[src/rtl/vc_arbiter_pkg.sv]
// Shared definitions for the VC arbiter and the switch control FSM.
package vc_arbiter_pkg;

  localparam int unsigned DATA_W_DEFAULT = 6;

  // Burst counter width; wide enough for any practical weight.
  localparam int unsigned CntW = 8;

  // Priority state encoding, shared with the switch FSM.
  localparam logic StPrio0 = 1'b0;
  localparam logic StPrio1 = 1'b1;

  // A VC may be served only if it has a word and that word's destination is not almost full.
  function automatic logic vc_eligible(logic empty, logic dest, logic d0_af, logic d1_af);
    return !empty && !(dest ? d1_af : d0_af);
  endfunction

endpackage

[src/rtl/wrr_grant.sv]
// Weighted round-robin grant decision between two VCs; purely combinational.
module wrr_grant
  import vc_arbiter_pkg::*;
#(
  parameter int unsigned WEIGHT0 = 3,
  parameter int unsigned WEIGHT1 = 1
) (
  input  logic            eligible0_i,
  input  logic            eligible1_i,
  input  logic            state_i,
  input  logic [CntW-1:0] cnt_i,
  output logic            grant0_o,
  output logic            grant1_o,
  output logic            state_o,
  output logic [CntW-1:0] cnt_o
);

  localparam logic [CntW-1:0] LastCnt0 = CntW'(WEIGHT0 - 1);
  localparam logic [CntW-1:0] LastCnt1 = CntW'(WEIGHT1 - 1);

  // Favoured VC wins if eligible; otherwise the other VC is served without consuming the burst.
  always_comb begin
    grant0_o = 1'b0;
    grant1_o = 1'b0;
    state_o  = state_i;
    cnt_o    = cnt_i;
    if (state_i == StPrio0) begin
      if (eligible0_i) begin
        grant0_o = 1'b1;
        if (cnt_i == LastCnt0) begin
          state_o = StPrio1;
          cnt_o   = '0;
        end else begin
          cnt_o = cnt_i + CntW'(1);
        end
      end else if (eligible1_i) begin
        grant1_o = 1'b1;
        cnt_o    = '0;
      end
    end else begin
      if (eligible1_i) begin
        grant1_o = 1'b1;
        if (cnt_i == LastCnt1) begin
          state_o = StPrio0;
          cnt_o   = '0;
        end else begin
          cnt_o = cnt_i + CntW'(1);
        end
      end else if (eligible0_i) begin
        grant0_o = 1'b1;
        cnt_o    = '0;
      end
    end
  end

endmodule

[src/rtl/vc_arbiter.sv]
// Two-VC weighted arbiter: pops the granted VC combinationally and pushes the word one cycle later.
module vc_arbiter
  import vc_arbiter_pkg::*;
#(
  parameter int unsigned DATA_W  = DATA_W_DEFAULT,
  parameter int unsigned WEIGHT0 = 3,
  parameter int unsigned WEIGHT1 = 1
) (
  input  logic              clk,
  input  logic              reset,
  input  logic              active,
  input  logic              vc0_empty,
  input  logic              vc1_empty,
  input  logic [DATA_W-1:0] vc0_data,
  input  logic [DATA_W-1:0] vc1_data,
  input  logic              d0_almost_full,
  input  logic              d1_almost_full,
  output logic              vc0_pop,
  output logic              vc1_pop,
  output logic              d0_push,
  output logic              d1_push,
  output logic [DATA_W-1:0] data_out,
  output logic [7:0]        d0_count,
  output logic [7:0]        d1_count,
  output logic              idle
);

  logic            state_q, state_d;
  logic [CntW-1:0] cnt_q, cnt_d;
  logic            d0_push_q, d1_push_q;
  logic [DATA_W-1:0] data_q;
  logic [7:0]      d0_count_q, d1_count_q;

  logic eligible0, eligible1;
  logic raw_grant0, raw_grant1;
  logic grant0, grant1;
  logic [DATA_W-1:0] grant_word;

  assign eligible0 = vc_eligible(vc0_empty, vc0_data[DATA_W-1], d0_almost_full, d1_almost_full);
  assign eligible1 = vc_eligible(vc1_empty, vc1_data[DATA_W-1], d0_almost_full, d1_almost_full);

  wrr_grant #(
    .WEIGHT0 (WEIGHT0),
    .WEIGHT1 (WEIGHT1)
  ) u_wrr_grant (
    .eligible0_i (eligible0),
    .eligible1_i (eligible1),
    .state_i     (state_q),
    .cnt_i       (cnt_q),
    .grant0_o    (raw_grant0),
    .grant1_o    (raw_grant1),
    .state_o     (state_d),
    .cnt_o       (cnt_d)
  );

  // Grants only count while enabled and out of reset; they drive the pops directly.
  always_comb begin
    grant0     = raw_grant0 && active && !reset;
    grant1     = raw_grant1 && active && !reset;
    grant_word = grant1 ? vc1_data : vc0_data;
  end

  // Arbitration state, registered push/data and per-destination counters.
  always_ff @(posedge clk) begin
    if (reset) begin
      state_q    <= StPrio0;
      cnt_q      <= '0;
      d0_push_q  <= 1'b0;
      d1_push_q  <= 1'b0;
      data_q     <= '0;
      d0_count_q <= '0;
      d1_count_q <= '0;
    end else begin
      d0_count_q <= d0_count_q + {7'd0, d0_push_q};
      d1_count_q <= d1_count_q + {7'd0, d1_push_q};
      if (grant0 || grant1) begin
        state_q   <= state_d;
        cnt_q     <= cnt_d;
        data_q    <= grant_word;
        d0_push_q <= !grant_word[DATA_W-1];
        d1_push_q <= grant_word[DATA_W-1];
      end else begin
        d0_push_q <= 1'b0;
        d1_push_q <= 1'b0;
      end
    end
  end

  assign vc0_pop  = grant0;
  assign vc1_pop  = grant1;
  assign d0_push  = d0_push_q;
  assign d1_push  = d1_push_q;
  assign data_out = data_q;
  assign d0_count = d0_count_q;
  assign d1_count = d1_count_q;
  assign idle     = vc0_empty && vc1_empty && !d0_push_q && !d1_push_q;

endmodule

[config.mk]
export PLATFORM = sky130hd
export DESIGN_NAME = vc_arbiter
export DESIGN_NICKNAME = d
export VERILOG_FILES = /design/src/rtl/vc_arbiter_pkg.sv /design/src/rtl/wrr_grant.sv /design/src/rtl/vc_arbiter.sv
export SDC_FILE = /design/constraint.sdc
export NUM_CORES = 1
export LEC_CHECK = 0
export ABC_AREA = 1
export CORE_ASPECT_RATIO = 2
export CORE_MARGIN = 3
export CORE_UTILIZATION = 35
export DETAILED_ROUTE_END_ITERATION = 10
export PLACE_DENSITY = 0.68
export SLEW_MARGIN = 20
export SYNTH_ARGS = -nofsm -noshare
export SYNTH_HDL_FRONTEND = slang
export SYNTH_SLANG_ARGS = --single-unit
[constraint.sdc]
create_clock -name clk -period 1.8 [get_ports clk]
set_input_delay 0.45 -clock clk [delete_from_list [all_inputs] [get_ports clk]]
set_output_delay 0.45 -clock clk [all_outputs]
set_load 0.05 [all_outputs]
# Yosys cells after proc, flatten, opt, wreduce, memory -nomap -nowiden
# Cells that the tools add are included.
# op_classes
n_bitwise	1
n_addsub	3
n_mux	21
n_reduce_logical	22
eq_ne	1
# op_table
operator	count
2-to-1 mux 8 bit	7
adder 8 x 1 -> 8 bit	2
2-to-1 mux 1 bit	13
logical AND 1 bit	9
adder 8 x 1 -> 8 bit, second input constant	1
== test 8 x 2 -> 1 bit, second input constant	1
logical NOT 1 bit	8
logical NOT 8 bit	1
2-to-1 mux 6 bit	1
AND reduction 2 bit	1
nonzero test 2 bit	1
OR reduction 2 bit	1
logical OR 1 bit	1
inverter 1 bit	1
# word_totals
inputBits	19
out_inout_bits	27
word_cells	55
regBits	33

# Depth between registers and ports, before layout
# Gate-level depths: netlist of run 1.
# logic_depth
ltp_word	11
depth_mapped	10
ltp_nobuf	9

# Hierarchy
# A second synthesis of run 1 with hierarchy kept.
# hier_totals
cells_unflattened	298
hier_area_um2	1970.6
# by_module_without_submodules
mod	area_each_um2	instances	cells_per_inst	seq_area_each_um2
vc_arbiter	1587.8	1	217	660.6
wrr_grant	382.9	1	81	0.0

# Least setup slack after synthesis of run 1
# No wires, ideal clock.
# synth_timing
path_kind	reg2out
start	register d0_push_q (netlist: d0_push)
end	output idle
required_ns	1.350
path_slack_ns	-0.730
stages_incl_launch_ff	2
t_arrival_ns	2.080
path_buffers	0
path_cell_list	dfxtp_1 -> nor4_1
# synth_via
elab_chain_len	3
# synth_lines
element	line_no	rtl
start, declared	vc_arbiter.sv:30	logic d0_push_q, d1_push_q;
start signal, assigned	vc_arbiter.sv:80	d0_push_q <= !grant_word[DATA_W-1];
logical NOT 1 bit	vc_arbiter.sv:96	assign idle = vc0_empty && vc1_empty && !d0_push_q && !d1_push_q;
logical AND 1 bit (2 in a row)	vc_arbiter.sv:96	
end, declared	vc_arbiter.sv:25	output logic idle
# Every way passes these cells.

# Worst setup path after layout of run 1
# layout_timing
start	input vc0_data[5]
end	output vc1_pop
# layout_via
elab_chain_len	7
# layout_lines
element	line_no	rtl
start, declared	vc_arbiter.sv:14	input logic [DATA_W-1:0] vc0_data,
2-to-1 mux 1 bit	vc_arbiter_pkg.sv:15	return !empty && !(dest ? d1_af : d0_af);
logical NOT 1 bit	vc_arbiter_pkg.sv:15	
logical AND 1 bit	vc_arbiter_pkg.sv:15	
2-to-1 mux 1 bit	wrr_grant.sv:28	if (eligible0_i) begin
2-to-1 mux 1 bit	wrr_grant.sv:27	if (state_i == StPrio0) begin
logical AND 1 bit (2 in a row)	vc_arbiter.sv:59	grant1 = raw_grant1 && active && !reset;
end, declared	vc_arbiter.sv:19	output logic vc1_pop,
# Every way passes these cells.

==> qor.txt, run 1 <==
Status = completed
Critical Path Most Common Cell = nor2_4
Min-delay src = d1_count[7]
Largest net degree at the start of global routing = 26
Slew Limit Fails = 0
Clock Latency Late Sink = 0.28 ns
Drt first-iter violations = 18
Placed insts = 362
HP Class = reg -> reg
Syn_area_per_cell = 6.786 µm²
Most common cell after layout, fill and taps aside = nand2_1
Path depth of the worst reg2reg path = 8
Max-cap violation count = 0
Ant diodes = 0
Required time worst endpoint = 1.35 ns
Kind of critical path = in -> out
Detailed Route WL = 4.255 mm
Post-DP HPWL = 3.282 mm
Synthesis-stage register bit count = 33
Avg Vias per Cell = 4.720
Gp weighted congestion = 0.7720
Site Rows = 35
Filler-free cell count of the finished design = 379
Peak supply drop = 0.6539 mV
CTS tree = done
Critical Path Start Type = input pin
Share of total power in sequential cells = 0.480
Die H = 105.4 µm
Hold path depth = 2
Int Pwr = 1143 µW
F_max = 572.3 MHz
Net Sw Frac = 0.2794
Core Region = 4686 µm²
CTS H-Tree Depth = 2
Largest fanout on the critical path = 3
IO Pins = 46
Crit-path cells = dlygate4sd2_1 > inv_1 > nand2_2 > nand3_2 > nor2_4 > nor2_4 > buf_12
Crit path time final = 1.747 ns
Hold WS = 0.5015 ns
Setup WS post-layout = 0.05272 ns
Leakage power = 0.001227 µW
GRT Overall Usage = 0.1584
Critical Path End Type = primary output
Syn nets = 281
Slew headroom = 0.7532
Combinational cell fraction of total power = 0.189
Final Cycle Share = 0.9707
Crit path DAT = 1.30 ns
Clock root cell = clkbuf_8
Aggregate global routing overflow = 0
Vias = 1,789
Yosys warning count = 0
CTS clk-pin slew, worst paths = 0.06 ns
Net switching power = 443.0 µW
Power Dens Cells = 639.7 nW/µm²
Cells after synthesis = 255
Hold Crit Endpoint = d1_count[7]
Cell Area, Synth = 1730 µm²
Netlist cell types = 28
Drt pass-1 iters = 3
Top cell type's share of synthesized area = 0.3818
Reg2reg setup slack = 0.25 ns
R2R Path End = d1_count[7]
Area grow syn2layout = 43.24%
Setup Skew = 0.007729 ns
Pre-CTS WS = -0.2542 ns
CTS Sinks = 33
First-pass GRT wire length = 7.472 mm
ANT nets after route = 0
CTS max path bufs = 2
Reg2reg start = d1_push
Initial Util = 0.3693
Vias in the first global route = 1,799
Die X-Extent = 55.72 µm
Final Core Density = 0.5290
Most frequent cells in the layout = nand2_1, buf_4, inv_1
Initial antenna violation count = 0
Setup violators final = 0
Layout cells sized above 1 = 0.2500
Num CTS Buffers = 5
Wire length per cell = 11.23 µm
Die area = 5875 µm²
Slowest stage delay, CP = 0.25 ns
RSZ-0062 raised after global routing = true
Final hold vios = 0
Slowest-stage cell, CP = dlygate4sd2_1
Area leader, netlist = dfxtp_1
Clock power frac = 0.331
Sequential-to-total area share from yosys stat = 0.3818
# DRC = 0
Final net count = 349
Worst Tran Pin Value = 0.3688 ns
Area contributors post-synth = dfxtp_1, nand2_1, inv_1
IO Port Bufs = 45
==> cell families after synthesis <==
logic type / Yosys count / share of synthesized area
XOR/XNOR: 1 / 0.005062
AO/OA/AOI/OAI: 31 / 0.09328
buffers and inverters: 49 / 0.1157
adder cells (fa/ha/maj): 7 / 0.05061
flip-flops: 33 / 0.3818
AND/OR/NAND/NOR: 134 / 0.3536
==> worst max-delay path: cells and delay by family <==
| family | cells | cell delay, ns |
|---|---|---|
| AND/OR/NAND/NOR | 4 | 0.39 |
| buffers and inverters | 3 | 0.45 |
==> per-stage QoR <==
step / total power, µW / setup TNS (ns) / instance area, µm²
2_1_floorplan: 942.6 / 0 / 1748
5_1_grt: 1660 / -0.02065 / 2479
4_1_cts: 1611 / 0 / 2482
6_report: 1586 / 0 / 2479
3_3_place_gp: 1061 / -3.350 / 2317
3_5_place_dp: 1064 / -3.960 / 2317
==> synth_stat cells <==
| library cell | n |
|---|---|
| and3_1 | 1 |
| xor2_1 | 1 |
| o21ai_2 | 1 |
| nand3_2 | 1 |
| nor3_1 | 2 |
| o21ai_0 | 11 |
| nor3b_1 | 1 |
| o21ai_1 | 2 |
| buf_6 | 2 |
| nand3_1 | 19 |
| inv_2 | 3 |
| nand3b_1 | 1 |
| nand2_2 | 3 |
| nor4_1 | 1 |
| nand2_4 | 2 |
| dfxtp_1 | 33 |
| a21oi_1 | 16 |
| inv_1 | 41 |
| nand4_2 | 1 |
| nor2_1 | 35 |
| nor2_2 | 1 |
| nand2_1 | 60 |
| nor2_4 | 3 |
| buf_2 | 1 |
| ha_1 | 7 |
| o21a_1 | 1 |
| nand4_1 | 3 |
| clkbuf_1 | 2 |
==> sequential cells by signal (all words and copies together), names as in the netlist <==
| name | flops |
|---|---|
| cnt_q | 8 |
| d0_count | 8 |
| d1_count | 8 |
| data_out | 6 |
| d0_push | 1 |
| d1_push | 1 |
| state_q | 1 |
==> worst max-delay path by stage <==
stage | startpoint | to | slack (ns) | cells past startpoint
after CTS | d1_almost_full | vc1_pop | 0.02 | 7
final | vc0_data[5] | vc1_pop | 0.05 | 7
after global placement | vc1_data[5] | vc1_pop | -0.23 | 7
after detailed placement | vc1_data[5] | vc1_pop | -0.25 | 7
after floorplan | d1_push | d1_count[7] | 0.05 | 8
after global routing | reset | data_out[5] | -0.02 | 13
==> power groups by stage <==
stage / Combinational (µW) / Sequential, µW / Clock, µW
floorplan: 121 / 822 / 0
global placement: 284 / 777 / 0
detailed placement: 287 / 777 / 0
CTS: 302 / 761 / 547
global route: 328 / 763 / 569
finish: 300 / 761 / 525
==> layer usage <==
| layer | vias to the layer above | GRT usage | part of all wire |
|---|---|---|---|
| met5 | - | 0 | 0 |
| li1 | 929 | - | - |
| met4 | 0 | 0.07304 | 0.030 |
| met1 | 817 | 0.1433 | 0.35 |
| met2 | 31 | 0.3195 | 0.58 |
| met3 | 12 | 0.03064 | 0.034 |
==> final cells by class <==
type	count	area (µm²)
Clock buffer	6	72.57
Sequential cell	33	660.6
Fill cell	476	2207
Multi-Input combinational cell	173	913.4
Tap cell	55	68.82
Timing Repair Buffer	66	588.1
Inverter	44	165.2
Clock inverter	2	10.01
==> what timing repair did <==
action	CTS	global route
hold buffers	0	0
pin swaps	7	7
resized for setup	17	6
setup buffers	9	0
setup endpoints to repair	3	7
(Power assumes the default switching activity.)
==> inputs of run 2 (changes only) <==
Settings changed: CORE_UTILIZATION 35 to 25, PLACE_DENSITY 0.68 to 0.54.
Clock period 1.8 ns to 2.1 ns, I/O delays scaled along.
==> qor.txt, run 2 (synthesized netlist as in run 1, its figures left out) <==
Status = completed
Clock Latency Late Sink = 0.27 ns (about the same)
Cell family with most CP delay = buffers and inverters
Path depth of the worst reg2reg path = 8 (unchanged)
Final hold vios = 0 (unchanged)
Wire length on met3 = 106 µm (-27%)
Wire length per cell = 11.31 µm (+0.71%)
Reg2reg start = d1_push
CTS Sinks = 33 (unchanged)
Vias = 1,732 (-3.2%)
Most common cell after layout, fill and taps aside = nand2_1
Ant diodes = 0 (unchanged)
Core Region = 6674 µm² (+42%)
F_max = 492.5 MHz
Vias in the first global route = 1,764 (-1.9%)
Min-delay src = d1_count[7]
Cts hold-fix bufs = 0 (unchanged)
Initial antenna violation count = 0 (unchanged)
Max layer used = met4
GRT Overall Usage = 0.1267 (-0.03179)
Gp weighted congestion = 0.8305 (+7.6%)
Peak supply drop = 0.3598 mV (-45%)
Slew headroom = 0.6300 (-0.1233)
IO Pins = 46 (unchanged)
Clock root cell = clkbuf_16
HP Class = reg -> reg
Setup violators final = 0 (unchanged)
Die X-Extent = 64.83 µm (+16%)
Initial Util = 0.2593 (-0.1100)
Largest fanout on the critical path = 3 (unchanged)
Avg Vias per Cell = 4.277 (-9.4%)
Max-cap violation count = 0 (unchanged)
Crit path DAT = 1.51 ns (+0.21 ns)
Hold WS = 0.4999 ns (-0.001572 ns)
CP Depth = 1 (-6)
First-pass GRT wire length = 7.866 mm (+5.3%)
Aggregate global routing overflow = 0 (unchanged)
Power Dens Cells = 629.5 nW/µm² (-1.6%)
Metal1 wirelength = 1.772 mm (+18%)
Largest net degree at the start of global routing = 26 (unchanged)
Critical Path End Type = primary output
Finished layout cell area = 2571 µm² (+3.7%)
Post-DP HPWL = 3.489 mm (+6.3%)
Final Cycle Share = 0.9669
Critical Path Start Type = flip-flop
CTS clk-pin slew, worst paths = 0.05 ns (about the same)
Hold path depth = 2 (unchanged)
Layout cells sized above 1 = 0.1577 (-0.09227)
RSZ-0062 raised after global routing = false
Required time worst endpoint = 1.57 ns (+0.22 ns)
Site Rows = 42 (+20%)
IO Port Bufs = 45 (unchanged)
Slowest-stage cell, CP = clkdlybuf4s50_1
Area after DPL = 2370 µm² (+2.3%)
ANT nets after route = 0 (unchanged)
Drt pass-1 iters = 4 (+1)
Worst Tran Pin Value = 0.5533 ns (+0.1845 ns)
CP startpoint = d1_push
CP Buf/Inv Count = 1 (-2)
CTS tree = done
WL met2 = 2.516 mm (+1.7%)
Leakage power = 0.001180 µW (-3.8%)
Final net count = 343 (-1.7%)
Slowest stage delay, CP = 0.84 ns (+0.59 ns)
Setup Skew = 0.001286 ns (-0.006443 ns)
Crit-path cells = clkdlybuf4s50_1
Most frequent cells in the layout = nand2_1, inv_1, nor2_1, dfxtp_1, clkdlybuf4s50_1
Slew Limit Fails = 0 (unchanged)
Crit path time final = 2.030 ns
# DRC = 0 (unchanged)
Drt first-iter violations = 29 (+11)
CTS H-Tree Depth = 2 (unchanged)
Die area = 8017 µm² (+36%)
Detailed Route WL = 4.579 mm (+7.6%)
Die H = 123.7 µm (+17%)
CTS max path bufs = 2 (unchanged)
Area grow syn2layout = 48.59%
Num CTS Buffers = 5 (unchanged)
Layout fillers = 744 (+56%)
Kind of critical path = reg -> out
run 2: routing by layer:
| layer | up-vias | track usage |
|---|---|---|
| li1 | 914 | - |
| met1 | 776 | 0.1276 |
| met2 | 30 | 0.2316 |
| met3 | 12 | 0.02347 |
| met4 | 0 | 0.08344 |
| met5 | - | 0 |
run 2: through the flow:
| step | setup WS, ns | util | TNS, ns | instances | power [µW] |
|---|---|---|---|---|---|
| floorplan | 0.05163 | - | 0 | 255 | 805.7 |
| global placement | -0.1475 | 0.3551 | -0.5729 | 394 | 906.7 |
| detailed placement | -0.1854 | 0.3551 | -0.8828 | 394 | 908.4 |
| CTS | 0.004726 | 0.3843 | 0 | 405 | 1649 |
| global route | 0.009802 | 0.3853 | 0 | 405 | 1697 |
| finish | 0.06953 | 0.3853 | 0 | 405 | 1619 |
run 2: final cells by class:
type | instances | area (µm²) | share of cell area
multi-input cells | 173 | 905.9 | 0.3523
flip-flops and latches | 33 | 660.6 | 0.2569
inverters | 44 | 165.2 | 0.06423
repair buffers | 60 | 586.8 | 0.2282
clock buffers | 7 | 142.6 | 0.05547
well taps | 88 | 110.1 | 0.04282
run 2: what timing repair did:
| item | CTS | global route |
|---|---|---|
| gates resized for setup | 16 | 2 |
| buffers inserted | 4 | 0 |
| endpoints found under the setup margin | 3 | 3 |
| pin swaps | 4 | 3 |
run 2: worst paths after layout:
path / endpoint / slack (ns)
setup / recovery: d1_push / 0.07
hold / removal: d1_count[7] / 0.50
setup reg to reg: d1_count[7] / 0.63
hold reg to reg: d1_count[7] / 0.50
run 2: power by group:
group	internal, µW	switching, µW
Sequential	642	10.2
Combinational	105	145
Clock	465	251
Total	1210	406
==> inputs of run 3 (changes only) <==
Settings changed: CORE_UTILIZATION 25 to 33, PLACE_DENSITY 0.54 to 0.65.
==> qor.txt, run 3 (synthesized netlist as in run 1, its figures left out) <==
Leakage power = 0.001162 µW (-1.5%)
GRT Overall Usage = 0.1406 (+0.01392)
Wire length per cell = 11.10 µm (-1.8%)
Combinational cell fraction of total power = 0.182 (+0.027)
Core Region = 4955 µm² (-26%)
Final net count = 343 (unchanged)
Setup Skew = 0.004668 ns (+0.003382 ns)
Num CTS Buffers = 5 (unchanged)
Hold path depth = 2 (unchanged)
CTS Sinks = 33 (unchanged)
Wire length on met3 = 116 µm (+9.4%)
Net switching power = 377.1 µW (-7.2%)
Die X-Extent = 57.21 µm (-12%)
Min-delay src = d1_count[7]
Crit-path cells = clkdlybuf4s50_1 > inv_2 > buf_4 > nor4_4 > buf_12
Site Rows = 36 (-14%)
Largest net degree at the start of global routing = 26 (unchanged)
Ant diodes = 0 (unchanged)
WL met2 = 2.362 mm (-6.1%)
Cts hold-fix bufs = 0 (unchanged)
Gp weighted congestion = 0.7553 (-9.1%)
Setup violators final = 0 (unchanged)
Slew headroom = 0.6520 (+0.02201)
First-pass GRT wire length = 6.955 mm (-12%)
FF+latch area = 660.6 µm² (unchanged)
Cell family with most CP delay = buffers and inverters
Most common cell after layout, fill and taps aside = nand2_1
Setup TNS = 0 ns (unchanged)
CTS tree = done
Final Cycle Share = 0.9811 (+0.01418)
Reg2reg start = d1_push
Detailed Route WL = 4.151 mm (-9.3%)
Multi-input gate area = 915.9 µm² (+1.1%)
Clock power frac = 0.348 (-0.094)
Critical Path Start Type = input pin
CTS max path bufs = 2 (unchanged)
Share of total power in sequential cells = 0.470 (+0.067)
Largest fanout on the critical path = 3 (unchanged)
Clock Latency Late Sink = 0.28 ns (about the same)
Metal1 wirelength = 1.612 mm (-9.0%)
Path depth of the worst reg2reg path = 8 (unchanged)
Peak supply drop = 0.4000 mV (+11%)
Die H = 108.4 µm (-12%)
Most frequent cells in the layout = nand2_1, inv_1, clkdlybuf4s50_1
Clock root cell = clkbuf_8
Layout cells sized above 1 = 0.1514 (-0.006309)
Max-cap violation count = 0 (unchanged)
IO Pins = 46 (unchanged)
F_max = 485.4 MHz (-1.4%)
Area grow syn2layout = 43.67%
Net Sw Frac = 0.2722 (+0.02119)
Drt first-iter violations = 32 (+10%)
Layout fillers = 517 (-31%)
# DRC = 0 (unchanged)
Initial antenna violation count = 0 (unchanged)
Final hold vios = 0 (unchanged)
Hold Crit Endpoint = d1_count[7]
Required time worst endpoint = 1.57 ns (about the same)
Initial Util = 0.3492 (+0.08996)
Final Total Pwr = 1385 µW (-14%)
Slowest stage delay, CP = 0.47 ns (-0.37 ns)
Avg Vias per Cell = 4.575 (+7.0%)
Critical Path End Type = primary output
CTS clk-pin slew, worst paths = 0.06 ns (about the same)
Slew Limit Fails = 0 (unchanged)
R2R Path End = d1_count[7]
Status = completed
HP Class = reg -> reg
Worst Tran Pin Value = 0.5204 ns (-0.03291 ns)
Final Core Density = 0.5018 (+0.1165)
Vias in the first global route = 1,637 (-7.2%)
Post-DP HPWL = 3.212 mm (-7.9%)
Int Pwr = 1008 µW (-17%)
Reg2reg setup slack = 0.59 ns (-0.04 ns)
Die area = 6201 µm² (-23%)
Aggregate global routing overflow = 0 (unchanged)
ANT nets after route = 0 (unchanged)
Drt pass-1 iters = 6 (+2)
CP Buf/Inv Count = 4 (+3)
Power Dens Cells = 557.2 nW/µm² (-11%)
Slowest-stage cell, CP = clkdlybuf4s50_1
IO Port Bufs = 45 (unchanged)
Vias = 1,711 (-1.2%)
CTS H-Tree Depth = 2 (unchanged)
Max layer used = met4
Crit path time final = 2.060 ns (+0.02979 ns)
RSZ-0062 raised after global routing = true
Kind of critical path = in -> out
Crit path DAT = 1.54 ns (+0.03 ns)
==> run 3: power groups by stage <==
stage               clock network, µW  logic [µW]  registers (µW)
finish                            482         252             652
CTS                               499         252             651
detailed placement                  0         245             665
floorplan                           0         102             704
global placement                    0         244             664
global route                      516         274             653
==> run 3: through the flow <==
| stage | hold WS (ns) | instance area (µm²) | worst slack [ns] | cells |
|---|---|---|---|---|
| global route | 0.5178 | 2486 | -0.006759 | 374 |
| global placement | 0.4864 | 2346 | -0.1492 | 365 |
| finish | 0.5038 | 2486 | 0.03974 | 374 |
| CTS | 0.5008 | 2474 | -0.02642 | 373 |
| floorplan | 0.4748 | 1737 | 0.05163 | 255 |
| detailed placement | 0.4908 | 2346 | -0.1555 | 365 |
==> run 3: metal layers <==
| layer | vias to the layer above | global-route usage |
|---|---|---|
| met1 | 767 | 0.1442 |
| met3 | 5 | 0.02867 |
| met2 | 23 | 0.2660 |
| met5 | - | 0 |
| met4 | 0 | 0.05970 |
| li1 | 916 | - |
==> run 3: area by class of cell <==
cell class,instances,area share
clock buffer,7,0.03473
inverter,44,0.06744
multi-input combinational,173,0.3684
sequential,33,0.2657
tap,57,0.02869
timing repair buffer,60,0.2350
==> run 3: worst max path at each step <==
| stage | startpoint | endpoint | cells after the start |
|---|---|---|---|
| floorplan | d0_push | idle | 1 |
| global placement | vc1_data[5] | vc0_pop | 6 |
| detailed placement | vc1_data[5] | vc0_pop | 6 |
| CTS | vc0_empty | vc1_pop | 6 |
| global route | vc1_empty | vc1_pop | 7 |
| finish | vc1_empty | idle | 5 |
==> run 3: repair_timing <==
action	4_1_cts	5_1_grt
setup buffers	2	1
endpoints found under the setup margin	2	4
hold endpoints to repair	0	0
resized for setup	14	3
pin swaps	4	1
==> run 3: worst reg2reg max path: stages, from the launching register on <==
cell and delay, ns:
dfxtp_1 0.42, ha_1 0.22, nand3_1 0.13, nor2_1 0.10, nand2_1 0.08, nor3b_1 0.27, nand2_1 0.08, nand2_1 0.06
nor2_1 0.03
